$ cat src/rtl/clk_switch_sequencer.sv
// Glitch-safe reconfiguration sequencer for a two-channel clock divider/selector.
// Gates the output while the active clock is low, loads the factor, and re-enables after a fresh low phase on the target.
module clk_switch_sequencer #(
  parameter int DIV_W   = 3,
  parameter int TO_W    = 6,
  parameter int DIV_RST = 0
) (
  input  logic             clk,
  input  logic             rst_n,
  input  logic             req_valid,
  output logic             req_ready,
  input  logic             req_sel,
  input  logic [DIV_W-1:0] req_div,
  input  logic             req_en,
  input  logic             clk_a_in,
  input  logic             clk_b_in,
  output logic             out_en,
  output logic             out_sel,
  output logic [DIV_W-1:0] div_a,
  output logic [DIV_W-1:0] div_b,
  output logic             busy,
  output logic             done,
  output logic             err
);
  localparam logic [2:0] IDLE = 3'd0;
  localparam logic [2:0] GATE = 3'd1;
  localparam logic [2:0] LOAD = 3'd2;
  localparam logic [2:0] SYNC = 3'd3;
  localparam logic [2:0] FIN  = 3'd4;

  logic [2:0]       state;
  logic [TO_W-1:0]  cnt;
  logic             edge_r;
  logic             cap_sel;
  logic             cap_en;
  logic [DIV_W-1:0] cap_div;

  logic act, tgt, accept, noop, term, fall, gate_ok;

  assign req_ready = (state == IDLE);
  assign busy      = ~req_ready;
  assign act       = out_sel ? clk_a_in : clk_b_in;
  assign tgt       = cap_sel ? clk_a_in : clk_b_in;
  assign accept    = req_valid && req_ready;
  assign noop      = req_en && out_en && (req_sel == out_sel) &&
                     (req_div == (req_sel ? div_a : div_b));
  assign term      = &cnt;
  assign fall      = edge_r & ~tgt;
  // Normal gate condition wins over a coincident terminal count
  assign gate_ok   = ~out_en | ~act;

  always_ff @(posedge clk or negedge rst_n) begin
    if (!rst_n) begin
      state   <= IDLE;
      out_en  <= 1'b0;
      out_sel <= 1'b0;
      div_a   <= DIV_W'(DIV_RST);
      div_b   <= DIV_W'(DIV_RST);
      done    <= 1'b0;
      err     <= 1'b0;
      cnt     <= '0;
      edge_r  <= 1'b0;
      cap_sel <= 1'b0;
      cap_en  <= 1'b0;
      cap_div <= '0;
    end else begin
      done <= 1'b0;
      case (state)
        IDLE: if (accept) begin
          cap_sel <= req_sel;
          cap_div <= req_div;
          cap_en  <= req_en;
          if (noop) done <= 1'b1;
          else begin
            state <= GATE;
            cnt   <= '0;
          end
        end
        GATE: if (gate_ok || term) begin
          out_en <= 1'b0;
          if (!gate_ok) err <= 1'b1;
          if (cap_en) state <= LOAD;
          else begin
            state <= FIN;
            done  <= 1'b1;
          end
        end else begin
          cnt <= cnt + 1'b1;
        end
        LOAD: begin
          if (cap_sel) div_a <= cap_div;
          else         div_b <= cap_div;
          out_sel <= cap_sel;
          edge_r  <= tgt;
          cnt     <= '0;
          state   <= SYNC;
        end
        SYNC: begin
          edge_r <= tgt;
          if (fall || term) begin
            if (!fall) err <= 1'b1;
            out_en <= 1'b1;
            done   <= 1'b1;
            state  <= FIN;
          end else begin
            cnt <= cnt + 1'b1;
          end
        end
        FIN:     state <= IDLE;
        default: state <= IDLE;
      endcase
    end
  end
endmodule

$ cat config.mk
export PLATFORM = sky130hd
export DESIGN_NAME = clk_switch_sequencer
export DESIGN_NICKNAME = d
export VERILOG_FILES = /design/src/rtl/clk_switch_sequencer.sv
export SDC_FILE = /design/constraint.sdc
export NUM_CORES = 1
export LEC_CHECK = 0
export CORE_ASPECT_RATIO = 0.8
export CORE_MARGIN = 3
export CORE_UTILIZATION = 50
export CTS_BUF_LIST = sky130_fd_sc_hd__clkbuf_16
export CTS_CLUSTER_SIZE = 20
export DETAILED_ROUTE_END_ITERATION = 10
export DONT_BUFFER_PORTS = 1
export GPL_TIMING_DRIVEN = 0
export HOLD_SLACK_MARGIN = 0.03
export PLACE_DENSITY = 0.66
export SETUP_SLACK_MARGIN = 0.1
export SYNTH_ARGS = -nofsm -noshare
export SYNTH_HDL_FRONTEND = slang
export SYNTH_SLANG_ARGS = --single-unit
export TNS_END_PERCENT = 1
$ cat constraint.sdc
create_clock -name clk -period 6.19 [get_ports clk]
set_clock_uncertainty 0.2 [all_clocks]
set_input_delay 1.238 -clock clk [delete_from_list [all_inputs] [get_ports clk]]
set_output_delay 1.238 -clock clk [all_outputs]
set_load 0.02 [all_outputs]
# Word-level counts from Yosys, hierarchy flattened
# Cells that the tools add are included.
# Widths: inputs -> output; s select.
op_classes:
  n_eq_ne: 13
  reduce_logical: 18
  n_addsub: 1
  muxes: 28
  bitwise_logic: 7
ops:
  columns: ["cell", "n"]
  rows:
  - ["$mux 6", 4]
  - ["$pmux 6 s4", 1]
  - ["$mux 3", 6]
  - ["$ne 2x2->1 const B", 7]
  - ["$mux 1", 13]
  - ["$pmux 3 s4", 1]
  - ["$reduce_and 5->1", 2]
  - ["$add 6x1->6 const B", 1]
  - ["$eq 3x2->1 const B", 2]
  - ["$reduce_and 2->1", 3]
  - ["$reduce_and 6->1", 1]
  - ["$not 1->1", 5]
  - ["$logic_and 1x1->1", 4]
  - ["$pmux 1 s2", 2]
  - ["$reduce_and 4->1", 1]
  - ["$reduce_bool 4->1", 1]
  - ["$eq 3x1->1 const B", 1]
  - ["$eq 3x3->1", 1]
  - ["$logic_not 3->1", 1]
  - ["$pmux 1 s3", 1]
  - ["$reduce_and 3->1", 1]
  - ["$logic_or 1x1->1", 2]
  - ["$ne 2x1->1 const B", 1]
  - ["$reduce_bool 2->1", 1]
  - ["other kinds (4)", 4]
word_totals:
  in_bits: 10
  register_bits: 25

# Logic depth before layout (Yosys ltp)
# Gate-level depths: netlist of the first run.
logic_depth:
  depth_word: 6
  ltp_mapped: 6
  depth_no_buf: 6

# Least setup slack after synthesis of the first run
# OpenSTA, ideal clock, no wires.
synth_timing:
  kind: "reg-to-output"
  startpoint: "register state[0]"
  endpoint: "output busy"
  path_stages_with_launch: 4
  n_path_buf: 1
  path_slack_ps: 3354
  t_arrival_ps: 1398
  path_cell_list: "dfrtp_1 buf_2 nor3_1 inv_1"
synth_via:
  elab_chain_cells: 2
synth_rtl:
  columns: ["element", "line", "source"]
  rows:
  - ["start: declaration", "31", "logic [2:0] state;"]
  - ["start signal: assignment", "54", "state <= IDLE;"]
  - ["start signal: assignment", "75", "state <= GATE;"]
  - ["start signal: assignment", "82", "if (cap_en) state <= LOAD;"]
  - ["$logic_not 3->1", "40", "assign req_ready = (state == IDLE);"]
  - ["named net req_ready", "11", "output logic req_ready,"]
  - ["$not 1->1", "41", "assign busy = ~req_ready;"]
  - ["end: declaration", "21", "output logic busy,"]
# The timed path passes the listed nets, and every way through them passes these cells.

# Worst setup path after layout of the first run
# Same ends and word-level chain as after synthesis.

==> results.md, run 1 <==
* Area delta synth->final at 9.56%
* Number of synthesized flops with an enable pin at 0
* Die Y at 51.3 um
* ANT nets after route at 0
* Diode count at 0
* # nets final at 133
* Avg Cell Area, Syn at 11.0 um2
* Type of the worst min-delay path: reg -> reg
* I/O Buffers at 0
* Yosys top cell area share at 48.8%
* Hold Crit Start: edge_r$_DFFE_PN0P_
* Count leader, synth: dfrtp_1
* CTS Buf Count at 3
* First-pass DRT Iterations at 4
* Routed vias/inst at 5.98
* Slew headroom at 38.6%
* Die area at 3210 um2
* Number of global-route vias before repair at 916
* Top delay family on crit path: simple AND/OR/NAND/NOR gates
* Final Cycle Share at 52.8%
* Core Rows at 15
* Pin count of the biggest net entering global routing at 26
* # IOs at 22
* Total length of routed wires at 2.61 mm
* Pins Over Slew Limit at 0
* Post-detail-place hpwl at 1.89 mm
* Synth Register Bits at 25
* Slowest Stage Delay on Critical Path at 760 ps
* Post-synthesis sequential area ratio at 48.8%
* Worst-Margin Slew at 915 ps
* Setup crit end kind: output port
* Util after Layout at 61.4%
* Drt wl/cell at 16.9 um
* WHS Endpoint: edge_r$_DFFE_PN0P_
* Max VDD drop at 0.347 mV
* Clock latency on the worst-skew pair at 260 ps
* GRT Util Overall at 17.3%
* Footprint of the multi-input gates at 628 um2
* P per Cell Area at 512 nW/um2
* Share of post-route cells with drive strength above 1 at 21.5%
* Max FO, Critical Path at 10
* Gr ovfl total at 0
* Die Wd at 62.6 um
* CP Cell Sequence: buf_2, nor3_1, inv_1
* Top post-synthesis cells by area: dfrtp_1 (49%), mux2_2 (9.7%), o21ai_0 (2.7%), mux2i_1 (2.3%), mux2_4 (2.3%)
* Post-CTS Hold Fix Bufs at 0
* Synth area leader: dfrtp_1
* Max clock buf depth at 2
* Post-synthesis async set-or-reset flop share at 100%
* Syn Std Cell Area at 1280 um2
* Worst EP required at 4750 ps
* Initial DRC Count at 69
* Startpoint types: register
* Register Area at 626 um2
* Reg2reg end: cap_div[2]$_DFFE_PN0P_
* TNS Setup at 0 ps
* Root buf cell: clkbuf_16
* Filler cells at 212
* CTS clock-pin slew for the worst setup and hold paths at 60 ps
* Status: complete, no violations
* Arr. time, crit path at 1830 ps
* Crit-path slowest cell: nor3_1
* Crit path kind: reg -> out
* Count of cell types in the netlist at 38
* Fmax at 0.306 GHz
* Final critical-path required period at 3270 ps
* Max-capacitance violation count at 0
* Initial Util at 56.0%
* # DRC at 0
* First-pass GRT wire length at 4.31 mm
* CTS tree: done
* RSZ-0062 raised after global routing: no
* Reg-to-reg setup timing slack at 3680 ps
* Yosys warning total at 0
* Post-CTS Setup Bufs at 0
* Resized cells post-CTS at 0
* Syn_nets at 128
* Hold Vio Cnt, Final at 0
* R2r startpoint: state[0]$_DFFE_PN0P_
* Mapped Cells at 117
* Top FF cell, synth: dfrtp_1
* Core Region at 2290 um2
* Hold Path Depth at 2
* Clk sinks at 25
* RD Place Congestion at 0.827
* Via count at 927
* Synth top cells by count: dfrtp_1 (25), mux2_2 (11), nand2_1 (8), o21ai_0 (7)
* Finish-stage setup viols at 0
* Leak at 0.641 nW
* R2R cell count at 5
* CP bufs+invs at 2
* Initial antenna violation count at 0
* Htree depth at 1
## flip-flops by register name, summed over array words and instances, names as in the netlist
register	count
cap_en	1
state	3
out_en	1
cap_sel	1
out_sel	1
edge_r	1
cnt	6
cap_div	3
div_b	3
done	1
err	1
div_a	3
## worst reg2reg max path, delay by kind of cell, from the launching register on
family | cells | cell delay [ps]
buffers and inverters | 2 | 460
DFF | 1 | 350
muxes | 1 | 390
and+or+nand+nor | 2 | 990
## cells by family after synthesis
kind of cell / Yosys count / share of synthesized area, %
XOR/XNOR: 4 / 2.73
AND/OR/NAND/NOR: 40 / 18.3
flip-flops: 25 / 48.8
multiplexers: 16 / 14.3
adder cells (fa/ha/maj): 1 / 0.975
AO/OA/AOI/OAI: 24 / 12.6
buffers and inverters: 7 / 2.24
## power breakdown
group	internal [mW]	switching (mW)	total [mW]
Combinational	0.120	0.142	0.262
Sequential	0.228	0.0891	0.317
Clock	0.0869	0.0537	0.141
Total	0.435	0.285	0.720
## per-stage QoR
stage | hold slack [ps] | area (um2) | instances | total power, mW | setup WS [ps]
finish | 318 | 1410 | 155 | 0.720 | 2920
global route | 339 | 1410 | 155 | 0.765 | 2820
CTS | 319 | 1410 | 155 | 0.725 | 2900
detailed placement | 305 | 1330 | 151 | 0.577 | 3180
global placement | 290 | 1330 | 151 | 0.567 | 3180
floorplan | 272 | 1280 | 117 | 0.518 | 3350
## area by class of cell
type,instances,area share [%]
plain buffers,3,0.980
clock buffers,3,5.34
clock inverters,1,0.356
inverters,4,1.07
multi-input cells,85,44.7
flip-flops and latches,25,44.5
well taps,34,3.03
## layout by cell type, fill, tap and decap left out, types with 2 or more instances in the layout
cell type and n:
clkbuf_16 3, dfrtp_1 25, nor3_1 3, nand3_1 4, a21oi_1 5, xor2_1 3, nor2_1 5, nand2_1 8
o31ai_1 2, o21ai_0 7, mux2_4 2, nand2b_1 4, and3_1 3, buf_2 2, mux2_2 11, nor4_1 4
and3_4 2, mux2i_1 3, inv_1 4
## per-layer routing
layer | global-route usage [%] | share of wire [%]
met2 | 29.9 | 50
met5 | 0 | 0
met1 | 21.1 | 44
met4 | 4.03 | 0
met3 | 5.93 | 6.0
## worst max-delay path by stage
stage	from	to	depth (start not counted)
3_5_place_dp	state[0]$_DFFE_PN0P_	busy	3
3_3_place_gp	state[0]$_DFFE_PN0P_	busy	3
4_1_cts	state[0]$_DFFE_PN0P_	busy	3
2_1_floorplan	state[0]$_DFFE_PN0P_	busy	3
5_1_grt	state[0]$_DFFE_PN0P_	busy	3
6_report	state[0]$_DFFE_PN0P_	busy	3
No activity file was read; power rests on OpenSTA's default activity.
==> run 2: changes to the inputs <==
==> constraint.sdc (replaced) <==
create_clock -name clk -period 3.3 [get_ports clk]
set_clock_uncertainty 0.2 [all_clocks]
set_input_delay 0.66 -clock clk [delete_from_list [all_inputs] [get_ports clk]]
set_output_delay 0.66 -clock clk [all_outputs]
set_load 0.02 [all_outputs]
==> results.md, run 2 (same netlist as run 1, synthesis figures left out) <==
* Pin count of the biggest net entering global routing at 26 (unchanged)
* Most common cell after layout, fill and taps aside: dfrtp_1
* Die area at 3210 um2 (unchanged)
* Post-detail-place hpwl at 1.89 mm (unchanged)
* Placed instance count at 151 (unchanged)
* CP Cell Sequence: buf_2, nor3_1, inv_1
* Diode count at 0 (unchanged)
* Die Y at 51.3 um (unchanged)
* Drt wl/cell at 17.0 um (+0.77%)
* Max-capacitance violation count at 0 (unchanged)
* Hold slack at 319 ps (+1.80 ps)
* First-pass DRT Iterations at 4 (unchanged)
* Leak at 0.655 nW (+2.1%)
* Area delta synth->final at 11.9%
* Core Region at 2290 um2 (unchanged)
* Worst EP required at 2440 ps (-2310 ps)
* # DRC at 0 (unchanged)
* Core Rows at 15 (unchanged)
* Type of the worst min-delay path: reg -> reg
* # IOs at 22 (unchanged)
* Setup crit end kind: output port
* Clk sinks at 25 (unchanged)
* Startpoint types: register
* Max clock buf depth at 2 (unchanged)
* Slew headroom at 39.4% (+0.84 points)
* RD Place Congestion at 0.827 (unchanged)
* Crit path kind: reg -> out
* Slowest Stage Delay on Critical Path at 750 ps (about the same)
* CP bufs+invs at 2 (unchanged)
* CTS tree: done
* Total length of routed wires at 2.67 mm (+2.1%)
* Final Non-Filler Cells at 157 (+1.3%)
* PnR Total Power at 1.36 mW (+89%)
* ANT nets after route at 0 (unchanged)
* I/O Buffers at 0 (unchanged)
* Most frequent cells in the layout: dfrtp_1 (25), mux2_2 (11), nand2_1 (8)
* First-pass GRT wire length at 4.35 mm (+0.98%)
* CTS Buf Count at 3 (unchanged)
* Hold Vio Cnt, Final at 0 (unchanged)
* Final critical-path required period at 2680 ps
* RSZ-0062 raised after global routing: no
* P per Cell Area at 947 nW/um2 (+85%)
* Number of global-route vias before repair at 922 (+0.66%)
* Most flops, register: cnt
* Clock latency on the worst-skew pair at 260 ps (about the same)
* Initial antenna violation count at 0 (unchanged)
* CTS clock-pin slew for the worst setup and hold paths at 60 ps (about the same)
* Initial DRC Count at 65 (-5.8%)
* Initial Util at 56.0% (unchanged)
* Resized cells post-CTS at 0 (unchanged)
* Top delay family on crit path: simple AND/OR/NAND/NOR gates
* Status: complete, no violations
* Die Wd at 62.6 um (unchanged)
* Share of post-route cells with drive strength above 1 at 22.0% (+0.46 points)
* Finish-stage setup viols at 0 (unchanged)
* Max FO, Critical Path at 10 (unchanged)
* Via count at 935 (+0.86%)
* # nets final at 135 (+1.5%)
* Pins Over Slew Limit at 0 (unchanged)
* Htree depth at 1 (unchanged)
* Crit-path slowest cell: nor3_1
* TNS Setup at 0 ps (unchanged)
* Root buf cell: clkbuf_16
* Gr ovfl total at 0 (unchanged)
* Final Cycle Share at 81.1%
* Max VDD drop at 0.651 mV (+87%)
* Fmax at 0.374 GHz
* GRT Util Overall at 17.5% (+0.14 points)
* Number of flip-flops in the largest register at 6 (unchanged)
* Routed vias/inst at 5.96 (-0.42%)
* Worst-Margin Slew at 902 ps (-12.5 ps)
* Arr. time, crit path at 1820 ps (about the same)
-- run 2: cell count changes in the layout (fill, tap and decap cells not counted) --
cell,previous run,this run
dlygate4sd3_1,0,1
buf_12,0,1
-- run 2: report_power, final --
group          total [mW]  internal [mW]  switching, mW
Sequential          0.595          0.427          0.168
Clock               0.264          0.163          0.101
Combinational       0.500          0.229          0.272
Total                1.36          0.819          0.540
-- run 2: metrics by stage --
stage                     utilization [%]  setup slack, ps  area [um2]
after floorplan                         -              992        1280
after CTS                            62.7              585        1440
after global routing                 62.7              512        1440
final                                62.7              623        1440
after detailed placement             57.9              794        1330
after global placement               57.9              824        1330
-- run 2: layout make-up --
type / instances / area (um2)
fillers: 212 / 855
multi-input cells: 85 / 628
flip-flops and latches: 25 / 626
clock buffers: 3 / 75.1
well taps: 34 / 42.5
repair buffers: 2 / 30.0
inverters: 4 / 15.0
plain buffers: 3 / 13.8
clock inverters: 1 / 5.00
-- run 2: worst min-delay path, cell delays in order, from the launching register on --
cell and delay (ps):
dfrtp_1 370, nand2_1 50, o21ai_0 60
-- run 2: worst paths after layout --
| check | cells after the start | to | slack (ps) | from |
|---|---|---|---|---|
| worst max register to register | 5 | cap_div[2]$_DFFE_PN0P_ | 790 | state[0]$_DFFE_PN0P_ |
| worst min register to register | 2 | edge_r$_DFFE_PN0P_ | 320 | edge_r$_DFFE_PN0P_ |
| worst min-delay path | 2 | edge_r$_DFFE_PN0P_ | 320 | edge_r$_DFFE_PN0P_ |
| min in group asynchronous | 2 | state[1]$_DFFE_PN0P_ | 650 | rst_n |
| max in group asynchronous | 2 | done$_DFF_PN0_ | 2100 | rst_n |
| worst max-delay path | 3 | busy | 620 | state[0]$_DFFE_PN0P_ |
-- run 2: routing by layer --
| metal | GRT usage [%] | share of wire (%) |
|---|---|---|
| met1 | 21.2 | 45 |
| met2 | 30.4 | 50 |
| met3 | 5.71 | 5.4 |
| met4 | 4.03 | 0 |
| met5 | 0 | 0 |
-- run 2: what timing repair did --
item,in CTS,in global routing
hold buffers,2,0
buffers inserted,0,0
endpoints found under the hold margin,25,0
==> edit: new RTL, settings of run 2 <==
Make the reset (`rst_n`) synchronous in one clocked block.
--- a/src/rtl/clk_switch_sequencer.sv
+++ b/src/rtl/clk_switch_sequencer.sv
@@ -51,3 +51,3 @@
 
-  always_ff @(posedge clk or negedge rst_n) begin
+  always_ff @(posedge clk) begin
     if (!rst_n) begin
Check against the original RTL: differs if rst_n is asserted again (counterexample within 4 cycles, from zero or initial values and one cycle with rst_n low); with rst_n held inactive, the same outputs for 10 cycles.
==> edit against run 2 <==
  * Sequential cell count unchanged
  * Final area decreased by 2.6%
  * Global-route usage increased by 1.2 points
  * Worst setup slack improved by 200 ps
  * Synthesized area decreased by 0.49%
  * Utilization decreased by 1.6 points
  * Synthesized cell count increased by 24%
  * Routed wire length increased by 3.5%
  * Final cell count increased by 17%
Power is not compared: it rests on default switching activity, and its combinational part moved more than twofold at a synthesized area within 25%.
==> edit: results (changes against run 2) <==
[layout]
nets = 161  ; +19%
instances_no_fill = 183  ; +17%
fill_cells = 213  ; +0.47%
nClkBuffers = 3  ; unchanged
buf_share_pct = 2.596  ; -0.46 points
multi_input_gates = 109  ; +28%
regMostFlops = cnt
seq_share_pct = 35.81  ; -7.8 points
drive_gt1_share_pct = 9.396  ; -13 points
signal_buffers = 7  ; +2
multiInputGateArea_um2 = 724.4  ; +15%
clk_share_pct = 5.640  ; +0.060 points
final_cell_area_um2 = 1398  ; -2.6%

[setup_path]
timing.rr.end = cnt[4]
reg2reg_slack_ps = 1090  ; +300 ps
worstSetupStartpoint = state[1]
reg2regPathDepth = 7  ; +2
arrival_ps = 1620  ; -200 ps
r2r-start = cnt[0]

[logic_synthesis]
synth.distinct_cells = 41  ; +7.9%
postSynth.asyncResetShare_pct = 0  ; -100 points
yosysSeqAreaShare_pct = 39.22  ; -9.6 points
synth.area.top_cells = dfxtp_1 (39%), mux2i_1 (11%), nor2_1 (5.6%)
syn_area_per_cell_um2 = 8.802  ; -20%
synth_common_cells = dfxtp_1 (25), nor2_1 (19), mux2i_1 (14)

[placed_design]
place_congestion = 0.8515  ; +3.0%
placedCellCount = 179  ; +19%
placed_area_um2 = 1319  ; -0.47%
dp_hpwl_mm = 2.058  ; +8.6%

[global_routing]
use_met1_pct = 28.34  ; +7.1 points
first_global_vias = 963  ; +4.4%
grt_pass1_wl_mm = 4.678  ; +7.6%
grt_use_met3_pct = 4.396  ; -1.3 points
grtUsageMet2_pct = 26.37  ; -4.1 points
grt_max_degree = 14  ; -46%
gr-usage-all-layers_pct = 18.71  ; +1.2 points

[routing]
drtIter0Drc = 59  ; -9.2%
routed_wl_mm = 2.760  ; +3.5%
vias = 1074  ; +15%

[floorplanning]
dieArea_um2 = 3199  ; -0.44%

[hold_path]
worstHoldStart = edge_r
min_path_type = flip-flop to flip-flop
hold_end = edge_r

[outcome]
outcome = finished, final reports clean

[sta]
worstMarginPinSlew_ps = 896.7  ; -5.539 ps
worst_slack_ps = 822.2  ; +198.9 ps
hold-worst-slack_ps = 281.1  ; -38.41 ps

## edit: power groups by stage
stage / Clock (W) / Sequential (W) / Combinational, W
6_report: 0.000262 / 0.000320 / 0.0000693
3_5_place_dp: 0 / 0.000326 / 0.0000685
2_1_floorplan: 0 / 0.000324 / 0.0000564
4_1_cts: 0.000269 / 0.000319 / 0.0000690
3_3_place_gp: 0 / 0.000326 / 0.0000680
5_1_grt: 0.000286 / 0.000320 / 0.0000763
## edit: critical path: stages, from the launching register on
cell     delay (ps)
dfxtp_1         290
buf_2           170
nor3_1          630
inv_1           270
## edit: cell families after synthesis
group / after synthesis / share of synthesized area (%)
simple gates: 58 / 23.33
fa+ha+maj: 1 / 0.9802
buf+inv: 11 / 4.019
xor+xnor: 4 / 2.745
mux: 15 / 11.86
flops: 25 / 39.22
compound gates: 31 / 17.84
## edit: metal layers
metal | wire length (um) | vias to the layer above
li1 | - | 526
met1 | 1465 | 513
met2 | 1137 | 33
met3 | 151 | 2
met4 | 6 | 0
met5 | 0 | -
